### src/rtl/zstd_pkg.sv
// Shared constants, FSM state encoding and FHD field-size helpers for the Zstandard frame header parser.
package zstd_pkg;

  localparam logic [31:0] MAGIC_DEFAULT = 32'hFD2FB528;

  typedef enum logic [1:0] {
    ST_IDLE     = 2'd0,
    ST_MAGIC_HI = 2'd1,
    ST_BODY     = 2'd2,
    ST_DONE     = 2'd3
  } state_e;

  function automatic logic wd_present(input logic [7:0] fhd);
    return ~fhd[5];
  endfunction

  function automatic logic [2:0] did_bytes(input logic [7:0] fhd);
    case (fhd[1:0])
      2'd0:    return 3'd0;
      2'd1:    return 3'd1;
      2'd2:    return 3'd2;
      default: return 3'd4;
    endcase
  endfunction

  // Single-segment frames without an explicit FCS flag still carry a 1-byte FCS.
  function automatic logic [3:0] fcs_bytes(input logic [7:0] fhd);
    case (fhd[7:6])
      2'd0:    return fhd[5] ? 4'd1 : 4'd0;
      2'd1:    return 4'd2;
      2'd2:    return 4'd4;
      default: return 4'd8;
    endcase
  endfunction

endpackage

### src/rtl/zstd_fhd_decode.sv
// Combinational decode of a Frame_Header_Descriptor into field sizes, body length and byte offsets.
module zstd_fhd_decode
  import zstd_pkg::*;
(
  input  logic [7:0] fhd,
  output logic       wd_c,
  output logic [7:0] sizes_c,
  output logic [3:0] did_off_c,
  output logic [3:0] fcs_off_c,
  output logic [3:0] total_c
);

  logic [2:0] did_n;
  logic [3:0] fcs_n;

  always_comb begin
    wd_c      = wd_present(fhd);
    did_n     = did_bytes(fhd);
    fcs_n     = fcs_bytes(fhd);
    did_off_c = 4'd1 + 4'(wd_c);
    fcs_off_c = did_off_c + 4'(did_n);
    total_c   = fcs_off_c + fcs_n;
    sizes_c   = {wd_c, did_n, fcs_n};
  end

endmodule

### config.mk
export PLATFORM = sky130hd
export DESIGN_NAME = zstd_fhd_decode
export DESIGN_NICKNAME = d
export VERILOG_FILES = /design/src/rtl/zstd_pkg.sv /design/src/rtl/zstd_fhd_decode.sv
export SDC_FILE = /design/constraint.sdc
export NUM_CORES = 1
export LEC_CHECK = 0
export CORE_AREA = 2 2 39 41
export DETAILED_ROUTE_END_ITERATION = 16
export DIE_AREA = 0 0 41 43
export GPL_ROUTABILITY_DRIVEN = 0
export SYNTH_ARGS = -nofsm -noshare
export SYNTH_HDL_FRONTEND = slang
export SYNTH_SLANG_ARGS = --single-unit
export TNS_END_PERCENT = 10
### constraint.sdc
create_clock -name vclk -period 2.2
set_input_delay 0.22 -clock vclk [all_inputs]
set_output_delay 0.22 -clock vclk [all_outputs]
set_load 0.05 [all_outputs]
==> results.txt, run 1 <==
# fillers: 113
FFs & Latches: 0
max incr delay on CP: 0.40 ns
dpl hpwl: 999 um
first-pass GRT wire length: 1.95 mm
synth warn: 0
# clk buffers: 0
initial cell density of the core: 22.4%
Area Overhead vs Synth: 194%
critical-path maximum fanout: 3
Slowest cell on crit path: fa_2
Multi-input gate area: 399 um2
Cell variety after synth: 22
Routed WL per cell: 11.9 um
Worst VDD drop: 201 uV
critical path's most frequent cell: ha_4
share of cells above drive strength 1: 77.2%
Max Freq: 0.444 GHz
post-route insts no fill: 95
Reg area: 0 um2
Final Instance Area: 913 um2
Design Power: 407 uW
die width: 41 um
Final Hold Slack: 0.776 ns
Post-DRT Antenna Nets: 0
vias in the first global route: 433
worst setup margin: -0.0517 ns
cell leakage power: 0.428 nW
outcome: complete, but fails checks
Final #Nets: 96
most area-hungry cell type in the Yosys netlist: ha_1
Avg Vias per Cell: 4.34
count of final setup violators: 1
Placement Rows: 14
I/O pins: 29
Avg Inst Size Synth: 7.96 um2
GR Overflow Total: 0
die area: 0.00176 mm2
Yosys top cell area share: 20.2%
Hold Path Class: input pin to output pin
final core utilization: 66.0%
CP bufs+invs: 2
Pwr Density: 446 mW/mm2
crit path time final: 2.25 ns
CP arrival: 2.03 ns
crit path from: fhd[0]
synthesized cell area: 310 um2
commonest cells in the netlist: buf_4 (5), ha_1 (5), inv_1 (4)
endpoint class of the critical path: output pin
WS Path Type: input pin to output pin
drt total wl: 1.13 mm
largest cells by area after synthesis: ha_1 (20%), fa_1 (13%), buf_4 (12%)
CP delay by family, top: adder cells
Remaining DRCs: 0
RSZ-0062 raised after global routing: yes
initial antenna violation count: 0
Max Cap Viol: 0
DR vias: 412
setup tns final: -0.0517 ns
final hold violations: 0
WP data required: 1.98 ns
Iter 0 DRT Violations: 0
Synth Instances: 39
Max Slew Vio Count: 0
core area: 0.00138 mm2
Die Y: 43 um
placed instance area: 888 um2
register area share after synthesis: 0%
worst slack at placement: -0.499 ns
CTS hold repair buffers: 0
crit path cell chain: buf_6 > nor2b_4 > ha_4 > fa_2 > xnor2_4 > ha_4 > a21oi_1 > a32oi_2 > o2bb2ai_4 > buf_12
crit path launch type: input pin
Pre-antenna DRT Iters: 1
hold_sp: fhd[5]
# placed instances: 92
Final Cycle Share: 102%
failing checks: negative setup slack
ANT cells: 0
GRT Total Usage: 14.9%
I/O Buffers: 24
largest net degree at the start of global routing: 7
[worst paths after layout]
check                     endpoint  slack, ns  cells past startpoint
worst max-delay path    total_c[3]      -0.05                     10
worst min-delay path  did_off_c[0]       0.78                      2
[cell families (layout without fill, tap and decap cells)]
group,after synthesis,count (layout),share of synthesized area [%]
AOI/OAI and AO/OA,10,10,23.8
xor gates and xnor gates,2,2,5.65
adders and majority gates,7,7,33.1
buffers and inverters,9,48,16.9
other,1,2,1.21
and+or+nand+nor,10,10,19.4
[layer usage]
metal,vias to the layer above,global-route usage [%],routed length (um)
met1,189,20.5,446
li1,214,-,-
met4,0,0,0
met3,0,0.524,46
met5,-,0,0
met2,9,26.3,641
[timing repair]
action                                  4_1_cts  5_1_grt
hold endpoints to repair                      0        0
pin swaps                                     6        3
buffers inserted                              2        1
resized for setup                            14        2
endpoints found under the setup margin        5        3
[layout make-up]
type / instances / share of cell area, %
inverters: 4 / 2.05
multi-input cells: 31 / 43.7
well taps: 16 / 2.19
repair buffers: 44 / 52.1
[power breakdown]
part	total [mW]	switching, mW	leakage (nW)	internal [mW]
sequential	0	0	0	0
combinational	0.407	0.213	0.428	0.194
clock	0	0	0	0
[cells in the final DEF (no fill, tap or decap), drive strengths merged, types with 2 or more instances in the layout]
master,n
buf,42
ha,5
inv,3
nor2b,3
a21oi,3
nand2,2
fa,2
conb,2
clkdlybuf4s50,2
(Power assumes the default switching activity.)
==> inputs of run 2 (changes only) <==
--- a/config.mk
+++ b/config.mk
@@ -9,6 +9,7 @@
 export DETAILED_ROUTE_END_ITERATION = 16
 export DIE_AREA = 0 0 41 43
 export GPL_ROUTABILITY_DRIVEN = 0
+export RECOVER_POWER = 25
 export SYNTH_ARGS = -nofsm -noshare
 export SYNTH_HDL_FRONTEND = slang
 export SYNTH_SLANG_ARGS = --single-unit
==> results.txt, run 2 (synthesis results as in run 1) <==
Pre-antenna DRT Iters: 1
endpoint class of the critical path: output pin
die width: 41 um
Hold EP: did_off_c[0]
Reg area: 0 um2
critical-path maximum fanout: 3
GR Overflow Total: 0
core area: 0.00138 mm2
initial cell density of the core: 22.4%
WP data required: 1.98 ns
Final Instance Area: 906 um2
Max Freq: 0.444 GHz
outcome: complete, but fails checks
share of cells above drive strength 1: 74.7%
ANT cells: 0
Die Y: 43 um
Slew @ Worst Pin: 0.590 ns
Placement Rows: 14
CP arrival: 2.03 ns
commonest non-fill, non-tap cell in the layout: buf_4
Remaining DRCs: 0
Iter 0 DRT Violations: 0
placed instance area: 888 um2
Multi-input gate area: 399 um2
crit path time final: 2.25 ns
Worst VDD drop: 201 uV
I/O pins: 29
first-pass GRT wire length: 1.95 mm
Hold Path Class: input pin to output pin
initial antenna violation count: 0
DR vias: 412
cell leakage power: 0.421 nW
Post-DRT Antenna Nets: 0
largest net degree at the start of global routing: 7
GRT Total Usage: 14.9%
Pwr Density: 448 mW/mm2
RSZ-0062 raised after global routing: yes
final hold violations: 0
WS Path Type: input pin to output pin
die area: 0.00176 mm2
Final #Nets: 96
count of final setup violators: 1
Area Overhead vs Synth: 192%
# fillers: 115
most frequent cells in the layout: buf_4 (25), buf_12 (11), inv_1 (3), ha_4 (3)
FFs & Latches: 0
Max Slew Vio Count: 0
hold_sp: fhd[5]
failing checks: negative setup slack
dpl hpwl: 999 um
vias in the first global route: 433
worst setup margin: -0.0517 ns
I/O Buffers: 24
final core utilization: 65.5%
CTS hold repair buffers: 0
Hold Path Depth: 2
worst slack at placement: -0.499 ns
Routed WL per cell: 12.0 um
Design Power: 406 uW
crit path launch type: input pin
Max Cap Viol: 0
drt total wl: 1.14 mm
# clk buffers: 0
Rel. slew slack: 60.8%
Final Cycle Share: 102%
Avg Vias per Cell: 4.34
[run 2: cell types whose count changed in the layout (fill, tap and decap cells not counted), sizes merged]
| cell | delta |
|---|---|
| clkbuf | +2 |
| buf | -2 |
[run 2: final cells by class]
type	count	share of cell area, %
repair buffers	44	51.7
well taps	16	2.21
inverters	4	2.07
multi-input cells	31	44.1
[run 2: what timing repair did]
item / 4_1_cts / 5_1_grt
setup buffers: 2 / 1
endpoints found under the setup margin: 5 / 3
pin swaps: 6 / 3
resized for setup: 14 / 2
[run 2: worst max path at each step]
stage	startpoint	endpoint	slack, ns	depth (start not counted)
3_5_place_dp	fhd[5]	total_c[3]	-0.50	9
2_1_floorplan	fhd[0]	total_c[3]	-0.23	7
4_1_cts	fhd[0]	total_c[3]	-0.1	10
6_report	fhd[0]	total_c[3]	-0.05	10
3_3_place_gp	fhd[1]	total_c[3]	-0.45	10
5_1_grt	fhd[0]	total_c[3]	-0.10	10
[run 2: layer usage]
metal	vias to the layer above	track usage, %	routed length [um]
met5	-	0	0
li1	214	-	-
met3	0	0.524	46
met2	9	26.3	640
met4	0	0	0
met1	189	20.5	449
[run 2: stage by stage]
stage	cells	hold slack, ns	TNS (ns)
after global routing	95	0.895	-0.121
after floorplan	40	0.505	-0.639
after detailed placement	92	1.20	-1.36
after CTS	94	0.779	-0.0982
after global placement	92	1.19	-1.26
final	95	0.880	-0.0517
[run 2: critical path, cell delays in order]
cell       delay (ns)
buf_6            0.09
nor2b_4          0.12
ha_4             0.16
fa_2             0.40
xnor2_4          0.16
ha_4             0.29
a21oi_1          0.08
a32oi_2          0.22
o2bb2ai_4        0.15
buf_12           0.15
[run 2: power by group]
| part | leakage [nW] | switching [mW] | total (mW) | internal (mW) |
|---|---|---|---|---|
| clock | 0 | 0 | 0 | 0 |
| sequential | 0 | 0 | 0 | 0 |
| combinational | 0.421 | 0.213 | 0.406 | 0.192 |
| total | 0.421 | 0.213 | 0.406 | 0.192 |
